`src/rtl/s_vector_ctrl_if.sv`:
```
// Signal bundle for the S coefficient-vector controller: load stream, fetch
// stream, status and the split read/write RAM port.
interface s_vector_ctrl_if #(
  parameter int word_size   = 16,
  parameter int num_vectors = 8,
  parameter int max_degree  = 10
);
  localparam int vw = $clog2(num_vectors);
  localparam int cw = $clog2(max_degree) + 1;

  logic                   ld_start;
  logic [vw-1:0]          ld_vector;
  logic [cw-1:0]          ld_degree;
  logic [word_size-1:0]   ld_data;
  logic                   ld_valid;
  logic                   ld_ready;
  logic                   ld_done;
  logic                   ld_err;

  logic                   fe_start;
  logic [vw-1:0]          fe_vector;
  logic [word_size-1:0]   fe_coef;
  logic                   fe_coef_valid;
  logic                   fe_last;
  logic [cw-1:0]          fe_degree;
  logic                   fe_done;
  logic                   fe_err;

  logic [num_vectors-1:0] vec_loaded;

  logic [word_size-1:0]   ram_data;
  logic [vw-1:0]          ram_wr_vector_addr;
  logic [cw-1:0]          ram_wr_coef_addr;
  logic                   ram_wr_en;
  logic [vw-1:0]          ram_rd_vector_addr;
  logic [cw-1:0]          ram_rd_coef_addr;
  logic                   ram_re_en;
  logic [word_size-1:0]   ram_q;
  logic                   ram_q_en;
  logic                   ram_wr_suc;

  modport slave (
    input  ld_start, ld_vector, ld_degree, ld_data, ld_valid,
    output ld_ready, ld_done, ld_err,
    input  fe_start, fe_vector,
    output fe_coef, fe_coef_valid, fe_last, fe_degree, fe_done, fe_err,
    output vec_loaded,
    output ram_data, ram_wr_vector_addr, ram_wr_coef_addr, ram_wr_en,
    output ram_rd_vector_addr, ram_rd_coef_addr, ram_re_en,
    input  ram_q, ram_q_en, ram_wr_suc
  );

  modport master (
    output ld_start, ld_vector, ld_degree, ld_data, ld_valid,
    input  ld_ready, ld_done, ld_err,
    output fe_start, fe_vector,
    input  fe_coef, fe_coef_valid, fe_last, fe_degree, fe_done, fe_err,
    input  vec_loaded,
    input  ram_data, ram_wr_vector_addr, ram_wr_coef_addr, ram_wr_en,
    input  ram_rd_vector_addr, ram_rd_coef_addr, ram_re_en,
    output ram_q, ram_q_en, ram_wr_suc
  );
endinterface

```
`src/rtl/s_vector_ctrl.sv`:
```
// S coefficient-vector RAM sequencer: streaming loader, highest-degree-first
// fetcher for Horner evaluation, and per-vector valid/degree bookkeeping.
//
// state   | meaning
// L_IDLE  | loader waiting for ld_start
// L_LOAD  | accepting beats k=0..d, one RAM write per beat
// L_FLUSH | waiting for the acknowledge of the final write
// L_DONE  | vector committed: valid flag and degree recorded
// F_IDLE  | fetcher waiting for fe_start
// F_ISSUE | one-cycle RAM read of coefficient k
// F_WAIT  | waiting for read data
// F_DONE  | last coefficient (k=0) on fe_coef
module s_vector_ctrl #(
  parameter int num_vectors = 8,
  parameter int max_degree  = 10
) (
  input logic            clk,
  input logic            rst,
  s_vector_ctrl_if.slave bus
);
  localparam int vw = $clog2(num_vectors);
  localparam int cw = $clog2(max_degree) + 1;

  typedef enum logic [1:0] {L_IDLE, L_LOAD, L_FLUSH, L_DONE} l_state_t;
  typedef enum logic [1:0] {F_IDLE, F_ISSUE, F_WAIT, F_DONE} f_state_t;

  l_state_t      l_state, l_state_nxt;
  f_state_t      f_state, f_state_nxt;

  logic [vw-1:0] l_vec;
  logic [cw-1:0] l_deg;
  logic [cw-1:0] l_k;
  logic [cw-1:0] l_acks;
  logic [vw-1:0] f_vec;
  logic [cw-1:0] f_k, f_k_nxt;
  logic [cw-1:0] deg_tbl [num_vectors];

  logic beat;
  logic ld_accept, ld_reject;
  logic fe_accept, fe_reject;
  logic coef_take;
  logic fe_busy_on_ld, ld_busy_on_fe, ld_claims_fe;
  logic ld_cmd_ok, fe_cmd_ok;

  // ---------------- loader ----------------
  always_comb begin
    l_state_nxt   = l_state;
    ld_accept     = 1'b0;
    ld_reject     = 1'b0;
    beat          = bus.ld_valid && bus.ld_ready;
    fe_busy_on_ld = (f_state != F_IDLE) && (f_vec == bus.ld_vector);
    ld_cmd_ok     = (int'(bus.ld_vector) < num_vectors) &&
                    (int'(bus.ld_degree) <= max_degree) && !fe_busy_on_ld;
    case (l_state)
      L_IDLE: begin
        if (bus.ld_start) begin
          if (ld_cmd_ok) begin
            ld_accept   = 1'b1;
            l_state_nxt = L_LOAD;
          end else begin
            ld_reject = 1'b1;
          end
        end
      end
      L_LOAD: begin
        if (beat && (l_k == l_deg)) l_state_nxt = L_FLUSH;
      end
      L_FLUSH: begin
        // earlier writes may still be acknowledging; only the (d+1)-th ack commits
        if (bus.ram_wr_suc && (l_acks == l_deg)) l_state_nxt = L_DONE;
      end
      L_DONE:  l_state_nxt = L_IDLE;
      default: l_state_nxt = L_IDLE;
    endcase
  end

  always_ff @(posedge clk or posedge rst) begin
    if (rst) begin
      l_state                <= L_IDLE;
      l_vec                  <= '0;
      l_deg                  <= '0;
      l_k                    <= '0;
      l_acks                 <= '0;
      bus.ld_ready           <= 1'b0;
      bus.ld_done            <= 1'b0;
      bus.ld_err             <= 1'b0;
      bus.ram_wr_en          <= 1'b0;
      bus.ram_wr_vector_addr <= '0;
      bus.ram_wr_coef_addr   <= '0;
      bus.ram_data           <= '0;
      bus.vec_loaded         <= '0;
      for (int i = 0; i < num_vectors; i++) deg_tbl[i] <= '0;
    end else begin
      l_state       <= l_state_nxt;
      bus.ld_ready  <= (l_state_nxt == L_LOAD);
      bus.ld_done   <= (l_state_nxt == L_DONE);
      bus.ld_err    <= ld_reject;
      bus.ram_wr_en <= beat;
      if (ld_accept) begin
        l_vec                          <= bus.ld_vector;
        l_deg                          <= bus.ld_degree;
        l_k                            <= '0;
        l_acks                         <= '0;
        bus.vec_loaded[bus.ld_vector]  <= 1'b0;
      end
      if (beat) begin
        bus.ram_wr_vector_addr <= l_vec;
        bus.ram_wr_coef_addr   <= l_k;
        bus.ram_data           <= bus.ld_data;
        l_k                    <= l_k + cw'(1);
      end
      if (bus.ram_wr_suc && ((l_state == L_LOAD) || (l_state == L_FLUSH)))
        l_acks <= l_acks + cw'(1);
      if ((l_state == L_FLUSH) && (l_state_nxt == L_DONE)) begin
        bus.vec_loaded[l_vec] <= 1'b1;
        deg_tbl[l_vec]        <= l_deg;
      end
    end
  end

  // ---------------- fetcher ----------------
  always_comb begin
    f_state_nxt   = f_state;
    f_k_nxt       = f_k;
    fe_accept     = 1'b0;
    fe_reject     = 1'b0;
    coef_take     = 1'b0;
    ld_busy_on_fe = (l_state != L_IDLE) && (l_vec == bus.fe_vector);
    // a load starting this very cycle on the same vector wins the collision
    ld_claims_fe  = ld_accept && (bus.ld_vector == bus.fe_vector);
    fe_cmd_ok     = (int'(bus.fe_vector) < num_vectors) && bus.vec_loaded[bus.fe_vector] &&
                    !ld_busy_on_fe && !ld_claims_fe;
    case (f_state)
      F_IDLE: begin
        if (bus.fe_start) begin
          if (fe_cmd_ok) begin
            fe_accept   = 1'b1;
            f_k_nxt     = deg_tbl[bus.fe_vector];
            f_state_nxt = F_ISSUE;
          end else begin
            fe_reject = 1'b1;
          end
        end
      end
      F_ISSUE: f_state_nxt = F_WAIT;
      F_WAIT: begin
        if (bus.ram_q_en) begin
          coef_take = 1'b1;
          if (f_k != '0) begin
            f_k_nxt     = f_k - cw'(1);
            f_state_nxt = F_ISSUE;
          end else begin
            f_state_nxt = F_DONE;
          end
        end
      end
      F_DONE:  f_state_nxt = F_IDLE;
      default: f_state_nxt = F_IDLE;
    endcase
  end

  always_ff @(posedge clk or posedge rst) begin
    if (rst) begin
      f_state                <= F_IDLE;
      f_vec                  <= '0;
      f_k                    <= '0;
      bus.fe_coef            <= '0;
      bus.fe_coef_valid      <= 1'b0;
      bus.fe_last            <= 1'b0;
      bus.fe_degree          <= '0;
      bus.fe_done            <= 1'b0;
      bus.fe_err             <= 1'b0;
      bus.ram_re_en          <= 1'b0;
      bus.ram_rd_vector_addr <= '0;
      bus.ram_rd_coef_addr   <= '0;
    end else begin
      f_state           <= f_state_nxt;
      f_k               <= f_k_nxt;
      bus.fe_err        <= fe_reject;
      bus.fe_done       <= (f_state_nxt == F_DONE);
      bus.fe_coef_valid <= coef_take;
      bus.fe_last       <= coef_take && (f_k == '0);
      bus.ram_re_en     <= (f_state_nxt == F_ISSUE);
      if (coef_take) bus.fe_coef <= bus.ram_q;
      if (fe_accept) begin
        f_vec         <= bus.fe_vector;
        bus.fe_degree <= deg_tbl[bus.fe_vector];
      end
      if (f_state_nxt == F_ISSUE) begin
        bus.ram_rd_vector_addr <= fe_accept ? bus.fe_vector : f_vec;
        bus.ram_rd_coef_addr   <= f_k_nxt;
      end
    end
  end
endmodule

```
`src/flat_wrapper.sv`:
```
// flat-port wrapper written by rule: the top's interface ports become plain ports
module s_vector_ctrl_flat 
#(
  parameter int num_vectors = 8,
  parameter int max_degree  = 10
)
  (clk, rst, bus_ld_start, bus_ld_vector, bus_ld_degree, bus_ld_data, bus_ld_valid, bus_ld_ready, bus_ld_done, bus_ld_err, bus_fe_start, bus_fe_vector, bus_fe_coef, bus_fe_coef_valid, bus_fe_last, bus_fe_degree, bus_fe_done, bus_fe_err, bus_vec_loaded, bus_ram_data, bus_ram_wr_vector_addr, bus_ram_wr_coef_addr, bus_ram_wr_en, bus_ram_rd_vector_addr, bus_ram_rd_coef_addr, bus_ram_re_en, bus_ram_q, bus_ram_q_en, bus_ram_wr_suc);
  s_vector_ctrl_if #(.num_vectors(num_vectors), .max_degree(max_degree)) bus_i ();
  input logic clk;
  input logic rst;
  input wire logic [$bits(bus_i.ld_start)-1:0] bus_ld_start;
  input wire logic [$bits(bus_i.ld_vector)-1:0] bus_ld_vector;
  input wire logic [$bits(bus_i.ld_degree)-1:0] bus_ld_degree;
  input wire logic [$bits(bus_i.ld_data)-1:0] bus_ld_data;
  input wire logic [$bits(bus_i.ld_valid)-1:0] bus_ld_valid;
  output wire logic [$bits(bus_i.ld_ready)-1:0] bus_ld_ready;
  output wire logic [$bits(bus_i.ld_done)-1:0] bus_ld_done;
  output wire logic [$bits(bus_i.ld_err)-1:0] bus_ld_err;
  input wire logic [$bits(bus_i.fe_start)-1:0] bus_fe_start;
  input wire logic [$bits(bus_i.fe_vector)-1:0] bus_fe_vector;
  output wire logic [$bits(bus_i.fe_coef)-1:0] bus_fe_coef;
  output wire logic [$bits(bus_i.fe_coef_valid)-1:0] bus_fe_coef_valid;
  output wire logic [$bits(bus_i.fe_last)-1:0] bus_fe_last;
  output wire logic [$bits(bus_i.fe_degree)-1:0] bus_fe_degree;
  output wire logic [$bits(bus_i.fe_done)-1:0] bus_fe_done;
  output wire logic [$bits(bus_i.fe_err)-1:0] bus_fe_err;
  output wire logic [$bits(bus_i.vec_loaded)-1:0] bus_vec_loaded;
  output wire logic [$bits(bus_i.ram_data)-1:0] bus_ram_data;
  output wire logic [$bits(bus_i.ram_wr_vector_addr)-1:0] bus_ram_wr_vector_addr;
  output wire logic [$bits(bus_i.ram_wr_coef_addr)-1:0] bus_ram_wr_coef_addr;
  output wire logic [$bits(bus_i.ram_wr_en)-1:0] bus_ram_wr_en;
  output wire logic [$bits(bus_i.ram_rd_vector_addr)-1:0] bus_ram_rd_vector_addr;
  output wire logic [$bits(bus_i.ram_rd_coef_addr)-1:0] bus_ram_rd_coef_addr;
  output wire logic [$bits(bus_i.ram_re_en)-1:0] bus_ram_re_en;
  input wire logic [$bits(bus_i.ram_q)-1:0] bus_ram_q;
  input wire logic [$bits(bus_i.ram_q_en)-1:0] bus_ram_q_en;
  input wire logic [$bits(bus_i.ram_wr_suc)-1:0] bus_ram_wr_suc;
  assign bus_i.ld_start = bus_ld_start;
  assign bus_i.ld_vector = bus_ld_vector;
  assign bus_i.ld_degree = bus_ld_degree;
  assign bus_i.ld_data = bus_ld_data;
  assign bus_i.ld_valid = bus_ld_valid;
  assign bus_ld_ready = bus_i.ld_ready;
  assign bus_ld_done = bus_i.ld_done;
  assign bus_ld_err = bus_i.ld_err;
  assign bus_i.fe_start = bus_fe_start;
  assign bus_i.fe_vector = bus_fe_vector;
  assign bus_fe_coef = bus_i.fe_coef;
  assign bus_fe_coef_valid = bus_i.fe_coef_valid;
  assign bus_fe_last = bus_i.fe_last;
  assign bus_fe_degree = bus_i.fe_degree;
  assign bus_fe_done = bus_i.fe_done;
  assign bus_fe_err = bus_i.fe_err;
  assign bus_vec_loaded = bus_i.vec_loaded;
  assign bus_ram_data = bus_i.ram_data;
  assign bus_ram_wr_vector_addr = bus_i.ram_wr_vector_addr;
  assign bus_ram_wr_coef_addr = bus_i.ram_wr_coef_addr;
  assign bus_ram_wr_en = bus_i.ram_wr_en;
  assign bus_ram_rd_vector_addr = bus_i.ram_rd_vector_addr;
  assign bus_ram_rd_coef_addr = bus_i.ram_rd_coef_addr;
  assign bus_ram_re_en = bus_i.ram_re_en;
  assign bus_i.ram_q = bus_ram_q;
  assign bus_i.ram_q_en = bus_ram_q_en;
  assign bus_i.ram_wr_suc = bus_ram_wr_suc;
  s_vector_ctrl #(.num_vectors(num_vectors), .max_degree(max_degree)) u_core (.clk(clk), .rst(rst), .bus(bus_i));
endmodule
```
`config.mk`:
```
export PLATFORM = sky130hd
export DESIGN_NAME = s_vector_ctrl_flat
export DESIGN_NICKNAME = d
export VERILOG_FILES = /design/src/rtl/s_vector_ctrl_if.sv /design/src/rtl/s_vector_ctrl.sv /design/src/flat_wrapper.sv
export SDC_FILE = /design/constraint.sdc
export NUM_CORES = 1
export LEC_CHECK = 0
export CELL_PAD_IN_SITES_DETAIL_PLACEMENT = 0
export CELL_PAD_IN_SITES_GLOBAL_PLACEMENT = 2
export CORE_MARGIN = 1
export CORE_UTILIZATION = 37
export DETAILED_ROUTE_END_ITERATION = 6
export GPL_ROUTABILITY_DRIVEN = 0
export PLACE_DENSITY = 0.94
export RECOVER_POWER = 25
export SYNTH_ARGS = -nofsm -noshare
export SYNTH_HDL_FRONTEND = slang
export SYNTH_SLANG_ARGS = --single-unit
```
`constraint.sdc`:
```
create_clock -name clk -period 6.9 [get_ports clk]
set_input_delay 1.38 -clock clk [delete_from_list [all_inputs] [get_ports clk]]
set_output_delay 1.38 -clock clk [all_outputs]
set_load 0.02 [all_outputs]
```
# Word-level counts from Yosys, hierarchy flattened
# Cells that the tools add are included.
# op_classes
muxes	47
n_lt_le_gt_ge	9
n_eq_ne	15
reduce_logical	27
bitwise_logic	5
addsub	3
# ops
cell	n
5-bit two-way mux	10
40-bit bitwise mux	1
1-bit two-way mux	17
2-bit two-way mux	8
8-bit two-way mux	2
2-bit one-hot mux with 4 select lines	2
5-bit binary-select mux with 3-bit select	1
5-bit demux with 3-bit select	1
1-bit logical AND	15
2-bit == test (second input constant)	6
3-bit by 4-bit < comparator with 1-bit output (second input constant)	3
5-bit by 1-bit adder with 5-bit output (second input constant)	2
5-bit == test	2
5-bit one-hot mux with 2 select lines	1
3-bit == test	3
8-bit AND	1
2-bit by 1-bit == test with 1-bit output (second input constant)	4
4-bit >= comparator (second input constant)	2
3-bit NOT with 4-bit output	2
8-bit NOT	1
8-bit OR	1
2-bit nonzero test	4
1-bit demux with 3-bit select	2
3-bit by 1-bit >= comparator with 1-bit output (second input constant)	2
other kinds (10)	13
# word_totals
reg_bits	140
in_bits	50
wordCells	139
output_inout_bits	70

# Longest topological paths before layout
# depth
depth_word	14
depth_mapped	9
mapped_depth_nobuf	8

# Least setup slack after synthesis
# No wires, ideal clock.
# synth_path
path_type	input to register
from	input bus_fe_vector[0]
to	register u_core.bus.ram_rd_vector_addr[0]
setup_time_ns	0.125
arrival_time_ns	3.217
stages	8
required_time_ns	6.775
setup_slack_ns	3.558
n_path_buf	2
path_cell_list	buf_2 xor2_1 or4_1 and4_1 clkbuf_1 nand3_2 mux2_2 mux2_2
# synth_via
elab_chain_len	9
elab_cells_between_ends	18
cone_classes	eq/ne (3); mux (9); reduce/logical (6)
# synth_lines
element	line	rtl
start, declared	flat_wrapper.sv:20	input wire logic [$bits(bus_i.fe_vector)-1:0] bus_fe_vector;
branches (longest 9 deep; another with 2-bit one-hot mux with 4 select lines)	--	
end signal, assigned	s_vector_ctrl.sv:190	bus.ram_rd_vector_addr <= fe_accept ? bus.fe_vector : f_vec;
end, declared	s_vector_ctrl_if.sv:49	output ram_rd_vector_addr, ram_rd_coef_addr, ram_re_en,
# Parallel ways; which one is timed is not known. The select of a mux whose other input is x is not followed.
# A chain may end at the register's enable or synchronous reset.

# Final worst setup path
# layout_path
from	input bus_ld_vector[2]
to	register u_core.deg_tbl[36] in the netlist's numbering
# layout_via
elab_chain_len	9
# layout_lines
element	line	rtl
start, declared	flat_wrapper.sv:12	input wire logic [$bits(bus_i.ld_vector)-1:0] bus_ld_vector;
3-bit == test	s_vector_ctrl.sv:51	fe_busy_on_ld = (f_state != F_IDLE) && (f_vec == bus.ld_vector);
1-bit logical AND	s_vector_ctrl.sv:51	
1-bit logical NOT	s_vector_ctrl.sv:53	(int'(bus.ld_degree) <= max_degree) && !fe_busy_on_ld;
1-bit logical AND	s_vector_ctrl.sv:53	
2-bit two-way mux	s_vector_ctrl.sv:57	if (ld_cmd_ok) begin
2-bit two-way mux	s_vector_ctrl.sv:56	if (bus.ld_start) begin
2-bit one-hot mux with 4 select lines	s_vector_ctrl.sv:54	case (l_state)
2-bit == test	s_vector_ctrl.sv:114	if ((l_state == L_FLUSH) && (l_state_nxt == L_DONE)) begin
1-bit logical AND	s_vector_ctrl.sv:114	
end signal, assigned by index	s_vector_ctrl.sv:116	deg_tbl[l_vec] <= l_deg;
end, declared	s_vector_ctrl.sv:36	logic [cw-1:0] deg_tbl [num_vectors];
# Every way passes these cells.

==> flow_summary.toml <==
[sta]
fin_crit_ns = 4.237
min_period_over_period_pct = 61.41
finClkSkew_ns = 0.007752
hold_viol = 0
hold_slack_ns = 0.4717
relSlewSlack_pct = -91.15
slew_viol_final = 68
grt_setup_unrepaired = "false"
worstMarginPinSlew_ns = 2.852
fin_tns_setup_ns = 0
max_freq_ghz = 0.2360
setup_viol = 0

[critical_path]
critical_path.top_delay_family = "simple AND/OR/NAND/NOR gates"
reg2reg_depth = 6
r2r_end = "u_core.deg_tbl[36]"
slowest_delay_ns = 0.70
path_cells = "clkdlybuf4s50_1 > xor2_1 > nor4_1 > nor2_1 > nor3_4 > nand3b_1 > mux2_2"
crit_path_max_fanout = 12
worstPathRequired_ns = 7.20
path_class = "in2reg"
crit_path_top_delay_cell = "nor4_1"
worst-path-buf-inv = 1
setup.worst_path.end_class = "flop"
worstPathArrival_ns = 4.53
crit_path_start_kind = "input port"
r2r_slack_ns = 3.74
reg2reg_from = "u_core.f_state[0]"

[clock_tree]
worstSkewPairLatency_ns = 0.41
ctsHoldBuffers = 0
htreeDepth = 4
cts_resized = 0
clk_pin_slew_worst_paths_ns = 0.06
cts_setup_buffers = 0
cts_root_buffer = "clkbuf_16"
cts_max_path_buffers = 2
cts.sinks = 140
numCtsBuffers = 17
cts_tree = "built"

[grt]
first_global_vias = 4635
antenna_found_initial = 0
grt_pass1_wl_microns = 23680
grt_max_degree = 75
grt_usage_pct = 17.12
gr-total-overflow = 0

[hold_path]
hold_path.class = "reg2reg"
min_to = "u_core.bus.ram_data[11]"
hold_depth = 2
min_from = "u_core.bus.ram_data[11]"

[synth]
synthesis.nets = 602
yosysTopAreaCellShare_pct = 55.59
synthMuxAreaShare_pct = 17.39
ys_warn_count = 0
synth_simple_gate_area_share_pct = 13.70
synth_edf_count = 0
synth_compound_area_share_pct = 6.095
yosys-top-cells-count = "140 x dfrtp_1, 124 x nand2_1, 72 x mux2_2, 20 x o21ai_0, 19 x clkbuf_1"
synthArstFlopShare_pct = 100.0
ys.flop_type = "dfrtp_1"
synth_cells = 546
ys_seq_area_share_pct = 55.59
yosys.area_share.adder_pct = 1.191
yosysMostFrequentCell = "dfrtp_1"
synth_top_family_by_area = "multiplexers"
ys_top_cells_by_area = "dfrtp_1 56%, mux2_2 13%, nand2_1 7.4%"
syn_area_per_cell_sq_um = 11.54
synth-seq-cells = 140
synth_cell_type_count = 51
mappedNetlistArea_sq_mm = 0.006302
synth_xor_area_share_pct = 2.918
synth_top_cell_by_area = "dfrtp_1"

[detailed_routing]
viasPerCell = 5.021
drt-wirelength-per-cell_microns = 16.01
drtIter0Drc = 158
routed_wl_microns = 14200
firstDrtPassIters = 4
vias = 4454
ant_nets = 0
drc = 0

[layout]
area_growth_syn_to_layout_pct = 31.35
num_antenna_cells = 0
final_cell_count_no_fill = 887
drive_above_1_share_pct = 18.59
final_nets = 710
stdcell_area_sq_mm = 0.008278

[power]
p_leak_nw = 3.943
powerDensity_mw_per_mm2 = 391.8
irDropWorstVdd_mv = 0.2071

[status]
outcome = "complete, but fails checks"
failed_checks = "capacitance limit, slew limit"

[place]
numPortBuffers = 119
placed_cells = 855
dp_hpwl_microns = 9855
placed_area_sq_mm = 0.007652

[floorplanning]
ios = 120
rows = 47
fp.dieW_microns = 132.5
start_util_pct = 38.00
core-area_sq_mm = 0.01658
dieArea_sq_mm = 0.01756
dieHeight_microns = 132.5

[job]
maxCapViolations = 1
cells by family after synthesis:
kind of cell             count (synthesis)
AO/OA/AOI/OAI                           58
XOR/XNOR                                21
adder cells (fa/ha/maj)                  6
buffers and inverters                   48
flip-flops                             140
multiplexers                            88
AND/OR/NAND/NOR                        185
registers in the layout (all words and copies together) (netlist names), 2 cells and up:
name,count
u_core.l_acks,5
u_core.bus.fe_coef,16
u_core.l_state,2
u_core.bus.fe_degree,5
u_core.bus.ram_data,16
u_core.bus.ram_rd_vector_addr,3
u_core.bus.ram_wr_coef_addr,5
u_core.bus.vec_loaded,8
u_core.f_state,2
u_core.deg_tbl,40
u_core.l_vec,3
u_core.f_k,5
u_core.bus.ram_wr_vector_addr,3
u_core.l_deg,5
u_core.l_k,5
u_core.bus.ram_rd_coef_addr,5
u_core.f_vec,3
stage by stage:
stage | utilization (%) | worst slack [ns] | power (mW)
floorplan | - | 1.767 | 1.838
global placement | 46.14 | 2.342 | 2.267
detailed placement | 46.14 | 2.287 | 2.297
CTS | 49.98 | 2.736 | 3.288
global route | 49.92 | 2.097 | 3.432
finish | 49.92 | 2.663 | 3.243
worst max path at each step:
stage / endpoint / slack [ns] / from / cells past startpoint
after floorplan: u_core.bus.fe_coef[0] / 1.77 / rst / 1
after global placement: u_core.bus.ram_rd_coef_addr[3] / 2.34 / bus_fe_vector[0] / 7
after global routing: u_core.bus.ram_data[1] / 2.10 / rst / 3
after detailed placement: u_core.bus.ram_rd_vector_addr[1] / 2.29 / bus_fe_vector[0] / 7
after CTS: u_core.bus.ram_rd_vector_addr[0] / 2.74 / bus_fe_vector[0] / 7
final: u_core.deg_tbl[36] / 2.66 / bus_ld_vector[2] / 7
per-layer routing:
metal  part of all wire [%]  vias to the layer above  GRT usage [%]
met2                     50                      117          28.57
met3                    5.6                       11          5.364
met1                     44                     2231          21.63
li1                       -                     2095              -
met5                      0                        -              0
met4                   0.87                        0          4.151
layout make-up:
| class | instances | area [sq um] |
|---|---|---|
| clock buffer | 21 | 470.5 |
| tap | 220 | 275.3 |
| multi-input combinational | 358 | 2596 |
| fill | 1458 | 8305 |
| timing repair buffer | 121 | 1206 |
| inverter | 16 | 61.31 |
| sequential | 140 | 3503 |
| clock inverter | 11 | 165.2 |
where the power goes:
part           switching (mW)  internal (mW)
Clock                   0.339          0.632
Combinational           0.527          0.505
Sequential              0.209           1.03
cells in the final DEF, fill, tap and decap left out, types with 4 or more instances in the layout:
master | synthesis | final
dfrtp_1 | 140 | 140
nand2_1 | 124 | 124
clkdlybuf4s50_1 | 0 | 115
mux2_2 | 72 | 72
o21ai_0 | 20 | 20
clkbuf_16 | 0 | 17
inv_1 | 16 | 15
nor2_1 | 14 | 14
xor2_1 | 14 | 14
mux4_2 | 10 | 10
nand3_1 | 9 | 9
xnor2_1 | 7 | 7
mux2i_1 | 6 | 6
ha_1 | 6 | 6
a21oi_1 | 5 | 5
nor2b_1 | 5 | 5
a22oi_1 | 5 | 5
o31ai_1 | 5 | 5
or3_1 | 4 | 4
and2_1 | 4 | 4
o211ai_1 | 4 | 4
bufinv_16 | 0 | 4
clkinv_2 | 0 | 4
dlygate4sd3_1 | 0 | 4
worst reg2reg max path, cell delays in order, from the launching register on:
cell and delay (ns):
dfrtp_1 0.54, nor2_1 0.20, nor4_1 0.68, nor2_1 0.42
nor3_4 0.50, nand3b_1 0.33, mux2_2 0.37
(Power assumes the default switching activity.)
